<file path="src/rtl/seq_det_pkg.sv">
// Shared types and defaults for the parametrised serial-pattern detector.
package seq_det_pkg;

   typedef enum logic {
      FILL  = 1'b0,
      ARMED = 1'b1
   } state_e;

   localparam int         DEF_PAT_W = 4;
   localparam logic [3:0] DEF_PAT   = 4'b1101;
   localparam int         DEF_CNT_W = 8;

   // The fill counter must hold values up to PAT_W-1, with one bit of headroom.
   function automatic int fill_w(input int pat_w);
      return $clog2(pat_w) + 1;
   endfunction

endpackage

</file>
<file path="src/rtl/seq_hist_reg.sv">
// History shift register of accepted bits, with a saturating fill counter
// that tracks how many bits have arrived since the last clear.
module seq_hist_reg
   import seq_det_pkg::*;
#(
   parameter int PAT_W  = DEF_PAT_W,
   parameter int FILL_W = fill_w(PAT_W)
) (
   input  logic              clk,
   input  logic              rst,
   input  logic              shift,
   input  logic              clear,
   input  logic              fill_clr,
   input  logic              in_bit,
   output logic [PAT_W-1:0]  seq,
   output logic [FILL_W-1:0] fill
);

   localparam logic [FILL_W-1:0] FILL_MAX = FILL_W'(PAT_W - 1);
   localparam logic [FILL_W-1:0] FILL_ONE = FILL_W'(1);

   logic [PAT_W-1:0]  seq_d,  seq_q;
   logic [FILL_W-1:0] fill_d, fill_q;

   // Clear wins over shift; fill_clr restarts the count while the bit still shifts in.
   always_comb begin
      seq_d  = seq_q;
      fill_d = fill_q;
      if (clear) begin
         seq_d  = '0;
         fill_d = '0;
      end else if (shift) begin
         seq_d = {seq_q[PAT_W-2:0], in_bit};
         if (fill_clr) begin
            fill_d = '0;
         end else if (fill_q < FILL_MAX) begin
            fill_d = fill_q + FILL_ONE;
         end else begin
            fill_d = fill_q;
         end
      end else begin
         seq_d  = seq_q;
         fill_d = fill_q;
      end
   end

   // History and fill registers.
   always_ff @(posedge clk or negedge rst) begin
      if (!rst) begin
         seq_q  <= '0;
         fill_q <= '0;
      end else begin
         seq_q  <= seq_d;
         fill_q <= fill_d;
      end
   end

   assign seq  = seq_q;
   assign fill = fill_q;

endmodule

</file>
<file path="src/rtl/seq_detector_param.sv">
// Runtime-programmable Mealy serial-pattern detector with overlap modes,
// input qualifier and saturating match counter.
module seq_detector_param
   import seq_det_pkg::*;
#(
   parameter int               PAT_W       = DEF_PAT_W,
   parameter logic [PAT_W-1:0] DEFAULT_PAT = PAT_W'(DEF_PAT),
   parameter int               CNT_W       = DEF_CNT_W
) (
   input  logic             clk,
   input  logic             rst,
   input  logic             in_valid,
   input  logic             in,
   input  logic             cfg_load,
   input  logic [PAT_W-1:0] cfg_pat,
   input  logic             cfg_overlap,
   output logic             out,
   output logic [PAT_W-1:0] seq,
   output logic [CNT_W-1:0] match_cnt
);

   localparam int                FILL_W   = fill_w(PAT_W);
   localparam logic [FILL_W-1:0] ARM_FROM = FILL_W'(PAT_W - 2);
   localparam logic [CNT_W-1:0]  CNT_MAX  = {CNT_W{1'b1}};
   localparam logic [CNT_W-1:0]  CNT_ONE  = CNT_W'(1);

   logic [PAT_W-1:0]  pat_d, pat_q;
   logic              ovl_d, ovl_q;
   state_e            state_d, state_q;
   logic [CNT_W-1:0]  cnt_d, cnt_q;

   logic              accept_s;
   logic              match_s;
   logic [PAT_W-1:0]  window_s;
   logic [PAT_W-1:0]  seq_s;
   logic [FILL_W-1:0] fill_s;

   seq_hist_reg #(
      .PAT_W  (PAT_W),
      .FILL_W (FILL_W)
   ) u_hist (
      .clk      (clk),
      .rst      (rst),
      .shift    (accept_s),
      .clear    (cfg_load),
      .fill_clr (match_s & ~ovl_q),
      .in_bit   (in),
      .seq      (seq_s),
      .fill     (fill_s)
   );

   // A bit arriving with a config load is dropped, so it can never complete a match.
   always_comb begin
      accept_s = in_valid & ~cfg_load;
      window_s = {seq_s[PAT_W-2:0], in};
      match_s  = (state_q == ARMED) && accept_s && (window_s == pat_q);
   end

   // Pattern and mode registers are only written by the load strobe.
   always_comb begin
      pat_d = pat_q;
      ovl_d = ovl_q;
      if (cfg_load) begin
         pat_d = cfg_pat;
         ovl_d = cfg_overlap;
      end else begin
         pat_d = pat_q;
         ovl_d = ovl_q;
      end
   end

   // FSM next state: arm when the accepted bit completes the window.
   always_comb begin
      state_d = state_q;
      if (cfg_load) begin
         state_d = FILL;
      end else begin
         case (state_q)
            FILL: begin
               if (accept_s && (fill_s == ARM_FROM)) begin
                  state_d = ARMED;
               end else begin
                  state_d = FILL;
               end
            end
            ARMED: begin
               if (match_s && !ovl_q) begin
                  state_d = FILL;
               end else begin
                  state_d = ARMED;
               end
            end
            default: state_d = FILL;
         endcase
      end
   end

   // Saturating match counter.
   always_comb begin
      cnt_d = cnt_q;
      if (cfg_load) begin
         cnt_d = '0;
      end else if (match_s && (cnt_q != CNT_MAX)) begin
         cnt_d = cnt_q + CNT_ONE;
      end else begin
         cnt_d = cnt_q;
      end
   end

   // Control registers.
   always_ff @(posedge clk or negedge rst) begin
      if (!rst) begin
         pat_q   <= DEFAULT_PAT;
         ovl_q   <= 1'b1;
         state_q <= FILL;
         cnt_q   <= '0;
      end else begin
         pat_q   <= pat_d;
         ovl_q   <= ovl_d;
         state_q <= state_d;
         cnt_q   <= cnt_d;
      end
   end

   assign out       = match_s;
   assign seq       = seq_s;
   assign match_cnt = cnt_q;

endmodule

</file>
<file path="config.mk">
export PLATFORM = sky130hd
export DESIGN_NAME = seq_detector_param
export DESIGN_NICKNAME = d
export VERILOG_FILES = /design/src/rtl/seq_det_pkg.sv /design/src/rtl/seq_hist_reg.sv /design/src/rtl/seq_detector_param.sv
export SDC_FILE = /design/constraint.sdc
export NUM_CORES = 1
export LEC_CHECK = 0
export CAP_MARGIN = 20
export CORE_MARGIN = 5
export CORE_UTILIZATION = 30
export CTS_BUF_LIST = sky130_fd_sc_hd__clkbuf_16
export CTS_CLUSTER_DIAMETER = 200
export DETAILED_ROUTE_END_ITERATION = 10
export SLEW_MARGIN = 20
export SYNTH_ARGS = -nofsm -noshare
export SYNTH_HDL_FRONTEND = slang
export SYNTH_HIERARCHICAL = 1
export SYNTH_SLANG_ARGS = --single-unit
</file>
<file path="constraint.sdc">
create_clock -name clk -period 5 [get_ports clk]
set_clock_uncertainty 0.15 [all_clocks]
set_input_delay 0.75 -clock clk [delete_from_list [all_inputs] [get_ports clk]]
set_output_delay 0.75 -clock clk [all_outputs]
set_load 0.01 [all_outputs]
</file>
==> metrics.csv <==
metric,value,unit
die width,71.8,um
Final HPWL DP,1700,um
grt met3 use,0.0323,
post-route ant nets,0,
hold_ws,0.301,ns
r2r startpoint,pat_q[2],
GPL Wtd Cong,0.759,
Switching Fraction,0.218,
cell-internal power,0.000304,W
Max Slew Vio Count,0,
Post-synth ARST share,1.00,
syn avg cell area,11.3,um2
H-Tree Depth,1,
average via count per standard cell,4.85,
#FFs+latches synth,21,
ant diodes,0,
Num CTS Buffers,3,
Hold Crit Class,input pin to asynchronous set/reset pin,
# hold bufs at CTS,0,
WL final,2300,um
Logic pwr share,0.095,
top-level I/O count,23,
WP data required,4.10,ns
critical path launch point type,input pin,
pwr/cell area,262,nW/um2
Post-Synthesis Cell Area,1140,um2
# rows,22,
layout cells sized above 1,0.208,
Root Driver,clkbuf_16,
Layout Nets,138,
register area share after synthesis,0.463,
WL/cell,13.3,um
Reg2Reg Setup Slack,3.05,ns
Die Ht,71.8,um
largest area contributor in the netlist,dfrtp_1,
die area,5150,um2
initial antenna violation count,0,
post-layout min period,3.82,ns
Vias,839,
TritonCTS clock tree,done,
TritonRoute pass-1 iters,4,
max cap viols,0,
Worst-path clk slew,0.06,ns
TNS Setup,0,ns
total congestion overflow,0,
status,finished clean,
first-pass GRT wire length,4050,um
clk_lat worst skew,0.25,ns
Crit path arrival time,2.92,ns
Max Freq,0.262,GHz
"EDFF count, synth",0,
Setup Viol. Count Final,0,
initial core utilization,0.310,
area grow syn2layout,29.6,%
yosys warns,6,
RSZ-0062 raised after global routing,no,
worst-path maximum fanout,20,
final count of hold timing violations,0,
Post-CTS Repair Setup Buffers,0,
sequential share of power,0.473,
Synth top area share,0.372,
Core ar.,3690,um2
Final Cycle Share,0.763,
syn nets,113,
most used routing layer,met2,
Synth area leaders,"dfrtp_1, dfstp_2, mux2_2, mux2i_1, xnor2_1",
met1 GRT Util,0.117,
Max Buffers Root-to-Sink,2,
Commonest cells post-synth,"dfrtp_1, nor2_1, mux2_2",
gr usage total,0.101,
# DRC,0,
cells after synthesis,101,
largest net degree at the start of global routing,22,
Slew headroom,0.479,
VDD IR max,0.100,mV
met2 Usage GRT,0.170,
crit end category,primary output,
IO Port Bufs,22,
fin util,0.402,
Clock Sinks,21,
dominant synthesized flop cell,dfrtp_1,
clock power share,0.433,
reg2reg path depth,6,
post-CTS sizing,0,
RR Endpoint,u_hist/fill[1],
Leak Pwr,0.574,nW
WS Path Type,input pin to primary output,
"count leader, synth",dfrtp_1,
Sw Pwr,0.0000846,W
DRT iter0 DRCs,22,
vias in the first global route,910,
Least-Margin Pin Slew,0.780,ns
post-synthesis cell type count,40,
critical path, stage by stage:
cell,delay [ns]
clkdlybuf4s50_1,0.81
nor2b_4,0.51
nand3_1,0.16
nor2_1,0.13
clkdlybuf4s50_1,0.55
layout by cell type (no fill, tap or decap), drive strengths merged, types with 5 or more instances in the layout:
| cell | Yosys | routed |
|---|---|---|
| nor3 | 5 | 5 |
| inv | 5 | 6 |
| nor2 | 9 | 9 |
| clkdlybuf4s50 | 0 | 21 |
| nand3 | 5 | 5 |
| dfrtp | 17 | 17 |
| mux2 | 8 | 8 |
| xnor2 | 5 | 5 |
| nor2b | 5 | 5 |
| mux2i | 5 | 5 |
logic make-up after synthesis:
kind of cell / count (synthesis) / synth area share
XOR/XNOR: 5 / 0.0448
AND/OR/NAND/NOR: 38 / 0.204
AO/OA/AOI/OAI: 15 / 0.110
multiplexers: 13 / 0.126
buffers and inverters: 7 / 0.0295
flip-flops: 21 / 0.463
adder cells (fa/ha/maj): 2 / 0.0219
routing by layer:
metal | wire length, um | up-vias
met1 | 1010 | 405
met4 | 35 | 0
met5 | 0 | -
met3 | 137 | 6
met2 | 1120 | 22
li1 | - | 406
power by group through the flow:
| stage | logic (W) | registers, W | clock network [W] |
|---|---|---|---|
| 4_1_cts | 0.0000382 | 0.000184 | 0.000176 |
| 3_3_place_gp | 0.0000374 | 0.000186 | 0 |
| 6_report | 0.0000368 | 0.000183 | 0.000168 |
| 2_1_floorplan | 0.0000223 | 0.000185 | 0 |
| 5_1_grt | 0.0000411 | 0.000184 | 0.000184 |
| 3_5_place_dp | 0.0000383 | 0.000186 | 0 |
state kept, by name, indices dropped and copies added (netlist names):
signal	count
match_cnt	8
pat_q	4
u_hist/seq	4
u_hist/fill	3
ovl_q	1
state_q	1
how the worst max path moves through the flow:
stage                        start  end  slack (ns)  cells after the start
after floorplan                 in  out        2.83                      3
after global placement    cfg_load  out        1.22                      5
after detailed placement  cfg_load  out        1.17                      5
after CTS                 cfg_load  out        1.15                      5
after global routing      cfg_load  out        1.01                      5
final                     cfg_load  out        1.18                      5
area by class of cell:
type | instances | area (um2)
clock buffers | 3 | 75.1
clock inverters | 1 | 3.75
fillers | 381 | 2200
inverters | 5 | 18.8
multi-input cells | 73 | 581
flip-flops and latches | 21 | 531
well taps | 48 | 60.1
repair buffers | 22 | 215
stage by stage:
stage               setup slack (ns)  std cells  total power [W]  area (um2)
floorplan                       2.83        101         0.000208        1140
global placement                1.22        169         0.000223        1410
detailed placement              1.17        169         0.000225        1410
CTS                             1.15        173         0.000397        1490
global route                    1.01        173         0.000410        1480
finish                          1.18        173         0.000388        1480
Power figures use the tool's default switching activity.
